### config.mk
export PLATFORM = sky130hd
export DESIGN_NAME = rps_move_capture
export DESIGN_NICKNAME = d
export VERILOG_FILES = /design/src/rtl/rps_move_capture.sv
export SDC_FILE = /design/constraint.sdc
export NUM_CORES = 1
export LEC_CHECK = 0
export CELL_PAD_IN_SITES_DETAIL_PLACEMENT = 1
export CELL_PAD_IN_SITES_GLOBAL_PLACEMENT = 2
export CORE_MARGIN = 5
export CORE_UTILIZATION = 37
export CTS_CLUSTER_DIAMETER = 200
export DETAILED_ROUTE_END_ITERATION = 8
export DONT_BUFFER_PORTS = 1
export MAX_ROUTING_LAYER = met4
export PLACE_DENSITY_LB_ADDON = 0.1
export SYNTH_ARGS = -nofsm -noshare
export SYNTH_HDL_FRONTEND = slang
export SYNTH_SLANG_ARGS = --single-unit
### constraint.sdc
create_clock -name clk -period 2.18 [get_ports clk]
set_input_delay 0.436 -clock clk [delete_from_list [all_inputs] [get_ports clk]]
set_output_delay 0.436 -clock clk [all_outputs]
set_load 0.05 [all_outputs]
### src/rtl/rps_move_capture.sv
`default_nettype none
// ============================================================================
//  Module   : rps_move_capture
//  Brief    : Rock/paper/scissors round front end. Countdown, capture window,
//             first-legal-press lock per player, and a held 5-bit move word.
//  Revision : 1.0  initial release
// ============================================================================
module rps_move_capture #(
    parameter int COUNT_TICKS  = 3,
    parameter int WINDOW_TICKS = 4
) (
    input  logic       clk,
    input  logic       resetn,
    input  logic       tick,
    input  logic       start,
    input  logic [2:0] p1_key,
    input  logic [2:0] p2_key,
    input  logic       ack,
    output logic [4:0] move_word,
    output logic       move_valid,
    output logic [3:0] countdown,
    output logic       busy
);

    localparam logic [3:0] c_count_init  = 4'(COUNT_TICKS);
    localparam logic [3:0] c_window_init = 4'(WINDOW_TICKS);

    typedef enum logic [1:0] {
        S_IDLE      = 2'd0,
        S_COUNTDOWN = 2'd1,
        S_COLLECT   = 2'd2,
        S_DONE      = 2'd3
    } state_t;

    state_t     r_state, w_state_n;
    logic [3:0] r_countdown, w_countdown_n;
    logic [3:0] r_window, w_window_n;
    logic       r_p1_lock, w_p1_lock_n;
    logic       r_p2_lock, w_p2_lock_n;
    logic [1:0] r_p1_move, w_p1_move_n;
    logic [1:0] r_p2_move, w_p2_move_n;
    logic [2:0] r_p1_key_q, r_p2_key_q;
    logic [4:0] r_move_word, w_move_word_n;
    logic       r_move_valid, w_move_valid_n;
    logic       r_busy;
    logic [1:0] w_p1_press, w_p2_press;
    logic       w_finish;

    // A rise vector maps to a move only when exactly one key rose.
    function automatic logic [1:0] f_encode(input logic [2:0] rise);
        case (rise)
            3'b001:  return 2'b01;
            3'b010:  return 2'b10;
            3'b100:  return 2'b11;
            default: return 2'b00;
        endcase
    endfunction

    assign w_p1_press = f_encode(p1_key & ~r_p1_key_q);
    assign w_p2_press = f_encode(p2_key & ~r_p2_key_q);

    always_comb begin
        w_state_n      = r_state;
        w_countdown_n  = r_countdown;
        w_window_n     = r_window;
        w_p1_lock_n    = r_p1_lock;
        w_p2_lock_n    = r_p2_lock;
        w_p1_move_n    = r_p1_move;
        w_p2_move_n    = r_p2_move;
        w_move_word_n  = r_move_word;
        w_move_valid_n = r_move_valid;
        w_finish       = 1'b0;

        case (r_state)
            S_IDLE: begin
                if (start) begin
                    w_state_n     = S_COUNTDOWN;
                    w_countdown_n = c_count_init;
                end
            end
            S_COUNTDOWN: begin
                if (tick) begin
                    if (r_countdown == 4'd1) begin
                        w_state_n     = S_COLLECT;
                        w_countdown_n = 4'd0;
                        w_window_n    = c_window_init;
                    end else begin
                        w_countdown_n = r_countdown - 4'd1;
                    end
                end
            end
            S_COLLECT: begin
                if (!r_p1_lock && (w_p1_press != 2'b00)) begin
                    w_p1_lock_n = 1'b1;
                    w_p1_move_n = w_p1_press;
                end
                if (!r_p2_lock && (w_p2_press != 2'b00)) begin
                    w_p2_lock_n = 1'b1;
                    w_p2_move_n = w_p2_press;
                end
                // A press on the expiry tick is already folded into the moves above.
                if (w_p1_lock_n && w_p2_lock_n) begin
                    w_finish = 1'b1;
                end else if (tick) begin
                    if (r_window == 4'd1) begin
                        w_finish = 1'b1;
                    end else begin
                        w_window_n = r_window - 4'd1;
                    end
                end
                if (w_finish) begin
                    w_state_n      = S_DONE;
                    w_move_word_n  = {1'b1, w_p2_move_n, w_p1_move_n};
                    w_move_valid_n = 1'b1;
                end
            end
            S_DONE: begin
                if (ack) begin
                    w_state_n      = S_IDLE;
                    w_p1_lock_n    = 1'b0;
                    w_p2_lock_n    = 1'b0;
                    w_p1_move_n    = 2'b00;
                    w_p2_move_n    = 2'b00;
                    w_move_word_n  = 5'd0;
                    w_move_valid_n = 1'b0;
                end
            end
            default: w_state_n = S_IDLE;
        endcase
    end

    always_ff @(posedge clk) begin
        if (!resetn) begin
            r_state      <= S_IDLE;
            r_countdown  <= 4'd0;
            r_window     <= 4'd0;
            r_p1_lock    <= 1'b0;
            r_p2_lock    <= 1'b0;
            r_p1_move    <= 2'b00;
            r_p2_move    <= 2'b00;
            r_p1_key_q   <= 3'b000;
            r_p2_key_q   <= 3'b000;
            r_move_word  <= 5'd0;
            r_move_valid <= 1'b0;
            r_busy       <= 1'b0;
        end else begin
            r_state      <= w_state_n;
            r_countdown  <= w_countdown_n;
            r_window     <= w_window_n;
            r_p1_lock    <= w_p1_lock_n;
            r_p2_lock    <= w_p2_lock_n;
            r_p1_move    <= w_p1_move_n;
            r_p2_move    <= w_p2_move_n;
            r_p1_key_q   <= p1_key;
            r_p2_key_q   <= p2_key;
            r_move_word  <= w_move_word_n;
            r_move_valid <= w_move_valid_n;
            r_busy       <= (w_state_n != S_IDLE);
        end
    end

    assign move_word  = r_move_word;
    assign move_valid = r_move_valid;
    assign countdown  = r_countdown;
    assign busy       = r_busy;

endmodule
`default_nettype wire
==> impl_metrics.tcl <==
set metrics [dict create \
    synth_compound_area_frac 0.226 \
    clockBufferDepth 2 \
    finalCriticalPeriod_ns 1.86 \
    postRouteAntennaNets 0 \
    irDropWorstVdd_mv 0.312 \
    setup-violations-final 0 \
    yosysUniqueCellTypes 47 \
    yosys_warnings 0 \
    via_count 1279 \
    clock_latency_ns 0.27 \
    synth.top_cell.area_share 0.372 \
    place.gp.congestion 0.837 \
    critPathLaunchType "register" \
    ys_top_cells_by_area "dfxtp_1 37%, a21oi_1 6.0%, nand2_1 3.7%" \
    vias_per_cell 5.51 \
    yosysMostFrequentCell "dfxtp_1" \
    drive_above_1_share 0.143 \
    cts_buffers 3 \
    yosys.area_share.adder 0.0332 \
    synth.area.mux_share 0.0299 \
    critical_path_class "register to register" \
    synth_area_um2 1510 \
    stdcell_count 232 \
    dpl_cell_area_um2 1610 \
    groute.usage.overall 0.158 \
    synthSimpleGateAreaFrac 0.266 \
    setup_tns_ns 0 \
    ys_seq_elements 28 \
    async_flop_share 0 \
    clk_pin_slew_ns 0.09 \
    fill_cells 477 \
    end_kind "register" \
    status "completed" \
    min-delay-path-class "input port to register" \
    syn_nets 190 \
    grt.overflow.total 0 \
    wl_um 3790 \
    yosysSeqAreaShare 0.372 \
    synth_edf_count 0 \
    synth_cells 175 \
    powerDensity_nw_per_um2 660 \
    clock-sinks 28 \
    cts_resized 0 \
    worstPathArrival_ns 2.06 \
    dp.final_hpwl_um 2890 \
    worst_ep_required_time_ns 2.39 \
    cts_setup_buffers 0 \
    skew_ns 0.00638 \
    grt_pass1_wl_um 6560 \
    critPathSlowestCell "dfxtp_1" \
    synth_top_cell_by_area "dfxtp_1" \
    placed_cells 228 \
    path_cells "inv_1 > or3_1 > nor3_1 > nand3b_1 > a21oi_1" \
    drc 0 \
    drv_cap 0 \
    antenna_found_initial 0 \
    grt_max_degree 19 \
    hold_violations 0 \
    p_leak_nw 0.627 \
    finalCritPeriodShare 0.852 \
    coreArea_um2 3970 \
    drtIter0Drc 51 \
    die_x_um 73.8 \
    cts_hold_buf 0 \
    start_util 0.379 \
    h-tree-depth 1 \
    max_clock_freq_ghz 0.539 \
    io_pins 22 \
    cts_tree "done" \
    synth_area_per_cell_um2 8.61 \
    wl_per_cell_um 16.4 \
    rsz0062_at_grt "no" \
    max_stage_delay_ns 0.61 \
    netlist_top_cells_count "28 x dfxtp_1, 18 x a21oi_1, 15 x nand2_1, 12 x nor2_1, 10 x o21ai_0" \
    die-height_um 73.8 \
    synth_xor_area_frac 0.0349 \
    antenna_cells 0 \
    layout.nets 198 \
    crit_path_max_fanout 12 \
    grt_pass1_vias 1390 \
    slew_violations 0 \
    dieArea_um2 5450 \
    fp-row-count 23 \
    synth_top_family_by_area "simple AND/OR/NAND/NOR gates" \
    portBuffers 0 \
    tightest_slew_ns 0.543 \
    final_util 0.419 \
    max-slew-margin-rel 0.637 \
    area_delta_synth_final_pct 10.5 \
    root_buffer "clkbuf_8" \
    final_cell_area_um2 1660 \
    first_pass_iters 4 \
    synth_ff_type "dfxtp_1" \
]
sequential cells by signal, summed over array words and instances, names as in the netlist:
register	flops
r_p1_move	2
r_p2_key_q	3
r_p1_key_q	3
move_word	5
busy	1
r_p2_move	2
r_p1_lock	1
countdown	4
r_p2_lock	1
r_window	4
r_state	2
placed cells by master, fill, tap and decap left out, types with 2 or more instances in the layout:
cell,synthesis,layout
a211oi_1,4,4
a21oi_1,18,18
a2bb2oi_1,2,2
and2_1,6,6
and2_4,2,2
and2b_1,4,4
and3_1,2,2
buf_4,1,9
clkbuf_8,0,4
dfxtp_1,28,28
ha_1,4,4
inv_1,8,8
mux2i_1,3,3
nand2_1,15,15
nand2b_1,5,5
nand2b_4,2,2
nand3_1,8,8
nor2_1,12,12
nor3_1,4,4
nor3b_1,2,2
o2111ai_1,4,4
o21a_1,2,2
o21ai_0,10,10
or3_1,2,2
cells by family after synthesis:
logic type / after synthesis
flip-flops: 28
buffers and inverters: 14
adder cells (fa/ha/maj): 4
AO/OA/AOI/OAI: 51
AND/OR/NAND/NOR: 71
multiplexers: 4
XOR/XNOR: 3
layer usage:
| metal | share of wire | global-route usage | up-vias |
|---|---|---|---|
| met4 | 0.012 | 0.0423 | 0 |
| met1 | 0.44 | 0.186 | 607 |
| li1 | - | - | 642 |
| met2 | 0.50 | 0.275 | 24 |
| met5 | 0 | - | - |
| met3 | 0.046 | 0.0301 | 6 |
layout make-up:
cell class                      instances  area [um^2]  share of cell area
Multi-Input combinational cell        133          888               0.534
Sequential cell                        28          561               0.337
Timing Repair Buffer                    9         67.6              0.0406
Tap cell                               50         62.6              0.0376
Clock buffer                            4         55.1              0.0331
Inverter                                8         30.0              0.0180
report_power, final:
group	switching (W)	total, W	internal (W)
Clock	0.000158	0.000319	0.000162
Combinational	0.000128	0.000216	0.0000880
Sequential	0.0000293	0.000563	0.000534
Total	0.000315	0.00110	0.000783
worst max-delay path: cells and delay by family (launching register included):
| family | cells | cell delay, ns |
|---|---|---|
| AND/OR/NAND/NOR | 3 | 0.81 |
| flip-flops | 1 | 0.61 |
| buffers and inverters | 1 | 0.23 |
| AO/OA/AOI/OAI | 1 | 0.14 |
worst paths after layout:
path,start,endpoint,slack [ns],cells after the start
worst max-delay path,r_state[0],countdown[2],0.32,5
worst min-delay path,resetn,r_window[0],0.28,1
worst max register to register,r_state[0],countdown[2],0.32,5
worst min register to register,r_p1_move[1],r_p1_move[1],0.49,2
through the flow:
step	hold WS [ns]	setup WS, ns	power (W)
4_1_cts	0.266	0.302	0.00112
6_report	0.276	0.323	0.00110
2_1_floorplan	0.450	0.0353	0.000741
5_1_grt	0.259	0.151	0.00116
3_3_place_gp	0.469	0.387	0.000785
3_5_place_dp	0.478	0.337	0.000793
Power figures use the tool's default switching activity.
